## config.mk

```make
export PLATFORM = sky130hd
export DESIGN_NAME = life_row_engine
export DESIGN_NICKNAME = d
export VERILOG_FILES = /design/src/rtl/life_pkg.sv /design/src/rtl/life_rule.sv /design/src/rtl/life_row_engine.sv
export SDC_FILE = /design/constraint.sdc
export NUM_CORES = 1
export LEC_CHECK = 0
export BUFFER_PORTS_ARGS = -buffer_cell sky130_fd_sc_hd__buf_2
export CORE_UTILIZATION = 52
export CTS_CLUSTER_DIAMETER = 120
export DETAILED_ROUTE_END_ITERATION = 6
export PLACE_DENSITY = 0.86
export SETUP_SLACK_MARGIN = 0.3
export SYNTH_ARGS = -nofsm -noshare
export SYNTH_HDL_FRONTEND = slang
export SYNTH_SLANG_ARGS = --single-unit
export TNS_END_PERCENT = 30
```

## constraint.sdc

```tcl
create_clock -name clk -period 2.6 [get_ports clk]
set_input_delay 0 -clock clk [delete_from_list [all_inputs] [get_ports clk]]
set_output_delay 0 -clock clk [all_outputs]
set_load 0.02 [all_outputs]
```

## src/rtl/life_pkg.sv

```systemverilog
// life_pkg: shared definitions for the Game-of-Life row engine.
//   HSUM_W / NSUM_W : widths of a 3-cell horizontal sum and a full neighbour count
//   state_t         : row sequencer states
//   CONWAY_*        : default B3/S23 rule masks (bit n = neighbour count n)
package life_pkg;

    localparam int HSUM_W = 2;
    localparam int NSUM_W = 4;

    localparam logic [8:0] CONWAY_BIRTH   = 9'b000001000;
    localparam logic [8:0] CONWAY_SURVIVE = 9'b000001100;

    typedef enum logic [1:0] {
        IDLE,
        RUN,
        FLUSH
    } state_t;

endpackage

```

## src/rtl/life_rule.sv

```systemverilog
// life_rule: combinational single-cell Life rule.
// Ports:
//   alive : current state of the cell
//   n     : live neighbour count (0..8)
//   next  : next-generation state
// Parameters BIRTH / SURVIVE: bit n set enables birth / survival at count n.
module life_rule
    import life_pkg::*;
#(
    parameter logic [8:0] BIRTH   = CONWAY_BIRTH,
    parameter logic [8:0] SURVIVE = CONWAY_SURVIVE
) (
    input  logic              alive,
    input  logic [NSUM_W-1:0] n,
    output logic              next
);

    always_comb begin
        next = 1'b0;
        // Counts above 8 cannot occur with legal sums; treat them as dead.
        if (n <= NSUM_W'(8)) begin
            next = alive ? SURVIVE[n] : BIRTH[n];
        end
    end

endmodule

```

## src/rtl/life_row_engine.sv

```systemverilog
// life_row_engine: one grid row of a lockstep Game-of-Life array.
// Accepts LANES cells per beat, keeps a (LANES+2)-cell window spanning beat
// boundaries, exports per-cell horizontal sums and computes the next generation
// from its window plus the sums of the rows above (nsum_a) and below (nsum_b).
// Ports:
//   clk, rst            : clock, synchronous active-high reset
//   in_valid / in_ready : input beat handshake (in_ready low only in FLUSH)
//   in_cells            : current-row cells, bit i = column beat*LANES+i
//   nsum_a / nsum_b     : 2-bit per-lane sums from neighbour rows, same cycle
//   out_valid/out_last  : output beat pulse / final beat of the row
//   out_cells           : next-generation cells
//   out_hsum            : 2-bit per-lane horizontal sums of current generation
//   out_pop             : row live count (only with LIFE_POP_COUNT_EN defined)
// Optional feature macro: LIFE_POP_COUNT_EN
module life_row_engine
    import life_pkg::*;
#(
    parameter int         LANES   = 4,
    parameter int         ROW_LEN = 64,
    parameter logic [8:0] BIRTH   = CONWAY_BIRTH,
    parameter logic [8:0] SURVIVE = CONWAY_SURVIVE
) (
    input  logic                         clk,
    input  logic                         rst,
    input  logic                         in_valid,
    output logic                         in_ready,
    input  logic [LANES-1:0]             in_cells,
    input  logic [2*LANES-1:0]           nsum_a,
    input  logic [2*LANES-1:0]           nsum_b,
    output logic                         out_valid,
    output logic                         out_last,
    output logic [LANES-1:0]             out_cells,
    output logic [2*LANES-1:0]           out_hsum
`ifdef LIFE_POP_COUNT_EN
    ,
    output logic [$clog2(ROW_LEN+1)-1:0] out_pop
`endif
);

    localparam int NB    = ROW_LEN / LANES;
    localparam int COL_W = (NB > 1) ? $clog2(NB) : 1;

    state_t           r_state, w_state_nxt;
    logic [COL_W-1:0] r_col, w_col_nxt;
    logic [LANES-1:0] r_p, w_p_nxt;
    logic             r_pmsb, w_pmsb_nxt;
    logic [LANES+1:0] r_win, w_win_nxt;
    logic             r_valid, w_valid_nxt;
    logic             r_last, w_last_nxt;
    logic             w_accept;
    logic [LANES-1:0] w_next;

    assign in_ready = (r_state != FLUSH);
    assign w_accept = in_valid && in_ready;

    // The window lags the input by one beat: a beat is only evaluated once the
    // following beat (or the dead right edge in FLUSH) supplies its right neighbour.
    always_comb begin
        w_state_nxt = r_state;
        w_col_nxt   = r_col;
        w_p_nxt     = r_p;
        w_pmsb_nxt  = r_pmsb;
        w_win_nxt   = r_win;
        w_valid_nxt = 1'b0;
        w_last_nxt  = 1'b0;
        case (r_state)
            IDLE: begin
                if (w_accept) begin
                    w_p_nxt     = in_cells;
                    w_pmsb_nxt  = 1'b0;
                    w_col_nxt   = COL_W'((NB > 1) ? 1 : 0);
                    w_state_nxt = (NB == 1) ? FLUSH : RUN;
                end
            end
            RUN: begin
                if (w_accept) begin
                    w_win_nxt   = {in_cells[0], r_p, r_pmsb};
                    w_pmsb_nxt  = r_p[LANES-1];
                    w_p_nxt     = in_cells;
                    w_valid_nxt = 1'b1;
                    if (r_col == COL_W'(NB - 1)) begin
                        w_col_nxt   = '0;
                        w_state_nxt = FLUSH;
                    end else begin
                        w_col_nxt = r_col + COL_W'(1);
                    end
                end
            end
            FLUSH: begin
                w_win_nxt   = {1'b0, r_p, r_pmsb};
                w_valid_nxt = 1'b1;
                w_last_nxt  = 1'b1;
                w_state_nxt = IDLE;
            end
            default: begin
                w_state_nxt = IDLE;
            end
        endcase
    end

    always_ff @(posedge clk) begin
        if (rst) begin
            r_state <= IDLE;
            r_col   <= '0;
            r_p     <= '0;
            r_pmsb  <= 1'b0;
            r_win   <= '0;
            r_valid <= 1'b0;
            r_last  <= 1'b0;
        end else begin
            r_state <= w_state_nxt;
            r_col   <= w_col_nxt;
            r_p     <= w_p_nxt;
            r_pmsb  <= w_pmsb_nxt;
            r_win   <= w_win_nxt;
            r_valid <= w_valid_nxt;
            r_last  <= w_last_nxt;
        end
    end

    assign out_valid = r_valid;
    assign out_last  = r_last;

    for (genvar i = 0; i < LANES; i++) begin : g_lane
        logic [NSUM_W-1:0] w_n;

        assign out_hsum[2*i +: 2] = HSUM_W'({1'b0, r_win[i]})
                                  + HSUM_W'({1'b0, r_win[i+1]})
                                  + HSUM_W'({1'b0, r_win[i+2]});

        // Vertical neighbours arrive pre-summed; only the left/right cells of
        // this row are added here (the centre cell is not its own neighbour).
        assign w_n = NSUM_W'(nsum_a[2*i +: 2])
                   + NSUM_W'(nsum_b[2*i +: 2])
                   + NSUM_W'(r_win[i])
                   + NSUM_W'(r_win[i+2]);

        life_rule #(
            .BIRTH   (BIRTH),
            .SURVIVE (SURVIVE)
        ) u_rule (
            .alive (r_win[i+1]),
            .n     (w_n),
            .next  (w_next[i])
        );

        assign out_cells[i] = r_valid & w_next[i];
    end

`ifdef LIFE_POP_COUNT_EN
    localparam int POP_W = $clog2(ROW_LEN + 1);

    logic [POP_W-1:0] r_acc;
    logic [POP_W-1:0] w_beat_pop;

    always_comb begin
        w_beat_pop = '0;
        for (int unsigned i = 0; i < LANES; i++) begin
            w_beat_pop = w_beat_pop + POP_W'(out_cells[i]);
        end
    end

    always_ff @(posedge clk) begin
        if (rst || r_last) begin
            r_acc <= '0;
        end else if (r_valid) begin
            r_acc <= r_acc + w_beat_pop;
        end
    end

    // Includes the beat on display so the out_last cycle shows the full row total.
    assign out_pop = r_acc + w_beat_pop;
`endif

endmodule

```

==> impl_metrics.yaml <==
clocking:
  path_clk_slew_ns: 0.10
  cts_tree: "done"
  clock_path_buffers: 2
  numClockSinks: 19
  cts_buffers: 3
  clockRootBuffer: "clkbuf_4"
  clk_latency_ns: 0.30
  cts_htree_levels: 1
floorplan:
  boundaryPins: 38
  start_util_pct: 55.4
  std_cell_rows: 18
  die_h_um: 53.4
  die-area_um2: 2850
  core_um2: 2480
  die_w_um: 53.4
critical_path:
  cp.arrival_ns: 2.53
  crit_chain: "fa_1 -> ha_2 -> inv_1 -> fa_2 -> a2111oi_4 -> a21oi_2 -> nor4b_2 -> buf_4"
  max_stage_delay_ns: 0.50
  worstSetupEndpointType: "primary output"
  crit_type: "register to primary output"
  worstPathRequired_ns: 2.60
  cp_max_fo: 2
  slowest_stage: "fa_1"
  setup.worst_path.start_class: "register"
sta:
  tightest_slew_ns: 0.486
  final_max_slew_viol_count: 0
  slew_headroom_pct: 67.4
  fin_worst_skew_ns: 0.00159
  holdWs_ns: 0.0511
  fin_crit_ns: 2.53
  rsz0062_at_grt: "true"
  setup_viol: 0
  fmax_mhz: 396
  timing.final.crit_share_pct: 97.1
  worst_slack_ns: 0.0744
  finalHoldViolations: 0
  final.setup.tns_ns: 0
final_layout:
  post-route-util_pct: 73.1
  drive_above_1_share_pct: 35.1
  fill_cells: 177
  nNetsFinal: 246
  syn_to_final_growth_pct: 32.1
  diodes: 0
logic_synthesis:
  ys_seq_elements: 19
  ys_top_cells_by_count: "inv_1, dfxtp_1, nor2_1"
  synth_edf_count: 0
  synthFlopType: "dfxtp_1"
  syn-num-nets: 198
  synth.most_common_cell: "inv_1"
  syn_area_per_cell_um2: 9.33
  yosysTopAreaCellShare_pct: 27.7
  seq_area_frac_synth_pct: 27.7
  synth_top_cell_by_area: "dfxtp_1"
  yosys_warnings: 0
  syn_inst: 147
  synth_area_um2: 1370
  ys_types: 33
  synth_area_leaders: "dfxtp_1, fa_1, ha_1"
  async_flop_share_pct: 0
grt:
  grt.overflow.total: 0
  grt_pass1_vias: 1231
  grt_usage_pct: 24.5
  antenna_found_initial: 0
  grt_max_degree: 20
  grt_pass1_wl_mm: 4.97
routing:
  vias_per_cell: 5.47
  routed_wl_mm: 3.22
  drt-pass1-iter-count: 4
  wl_per_cell_um: 14.4
  first_iter_violations: 17
  antenna_left: 0
  vias: 1226
  route.detailed.drc: 0
job:
  maxCapViolations: 0
placed_design:
  place_ws_ns: 0.136
  gp_congestion: 0.718
  portBuffers: 37
  place.detailed.hpwl_mm: 2.51
power_and_ir_drop:
  p_total_w: 0.000646
  ir_drop_v: 0.000326
  p_leak_nw: 0.802
  p_per_area_nw_per_um2: 357
hold_path:
  worstHoldPathType: "primary input to register"
run_status:
  outcome: "complete, no violations"
-- critical path: cells and delay by family, from the launching register on --
kind | cells | cell delay (ns)
buf+inv | 2 | 0.24
simple gates | 1 | 0.26
flops | 1 | 0.35
compound gates | 2 | 0.29
fa+ha+maj | 3 | 1.08
-- flip-flops by register name, summed over array words and instances (netlist names) --
register	flops
r_win	6
r_col	4
r_p	4
r_state	2
out_last	1
out_valid	1
r_pmsb	1
-- per-layer routing --
metal / share of wire, % / global-route usage, % / up-vias
li1: - / - / 591
met1: 39 / 23.4 / 581
met2: 54 / 49.2 / 41
met3: 3.8 / 3.16 / 13
met4: 3.0 / 12.3 / 0
met5: 0 / 0 / -
-- cell families (layout without fill, tap and decap cells) --
| group | Yosys count | after routing | share of synthesized area [%] |
|---|---|---|---|
| flops | 19 | 19 | 27.7 |
| buf+inv | 24 | 71 | 7.39 |
| mux | 5 | 5 | 3.65 |
| compound gates | 28 | 28 | 12.9 |
| simple gates | 43 | 43 | 16.2 |
| fa+ha+maj | 28 | 28 | 32.1 |
-- power breakdown --
| group | internal, W | leakage, nW | switching [W] | total, W |
|---|---|---|---|---|
| logic | 0.0000801 | 0.628 | 0.000108 | 0.000188 |
| registers | 0.000301 | 0.156 | 0.00000773 | 0.000308 |
| clock network | 0.0000575 | 0.0177 | 0.0000924 | 0.000150 |
-- area by class of cell --
type                            instances  area, um2  area share (%)
Inverter                               20       75.1            4.14
Timing Repair Buffer                   47        280            15.5
Clock buffer                            3       22.5            1.24
Tap cell                               30       37.5            2.07
Sequential cell                        19        387            21.3
Clock inverter                          1       5.00           0.276
Multi-Input combinational cell        104       1000            55.5
-- layout by cell type, fill, tap and decap left out, drive strengths merged --
cell type    Yosys  final
dfxtp           19     19
clkbuf           1      3
nand4b           1      1
buf              3     43
ha              16     16
a211oi           1      1
a311oi           1      1
a22oi            2      2
nor2b            1      1
nor4b            4      4
a31oi            1      1
a2111oi          4      4
o21a             1      1
dlygate4sd3      0      4
nand2           11     11
fa              12     12
nor3b            1      1
clkinv           0      1
and3b            1      1
mux2i            5      5
a21o             1      1
a21oi           13     13
o21ai            3      3
and3             1      1
a2bb2oi          1      1
and2             1      1
nand2b           2      2
nor2            18     18
inv             20     20
nand3            1      1
nor3             1      1
-- worst paths after layout --
| kind | depth (start not counted) | endpoint | start | slack, ns |
|---|---|---|---|---|
| max | 8 | out_cells[1] | r_win[3] | 0.07 |
| min | 2 | out_last | rst | 0.05 |
| max reg2reg | 6 | r_win[4] | r_state[0] | 0.68 |
| min reg2reg | 2 | r_p[2] | r_p[2] | 0.46 |
-- metrics by stage --
step	cells	cell area, um2
floorplan	147	1380
global placement	212	1600
detailed placement	212	1600
CTS	224	1790
global route	224	1810
finish	224	1810
-- repair_timing --
action,CTS,global route
setup endpoints to repair,4,4
buffers inserted,4,0
pin swaps,3,3
endpoints found under the hold margin,5,0
hold buffers,4,0
resized for setup,24,6
Power figures use the tool's default switching activity.
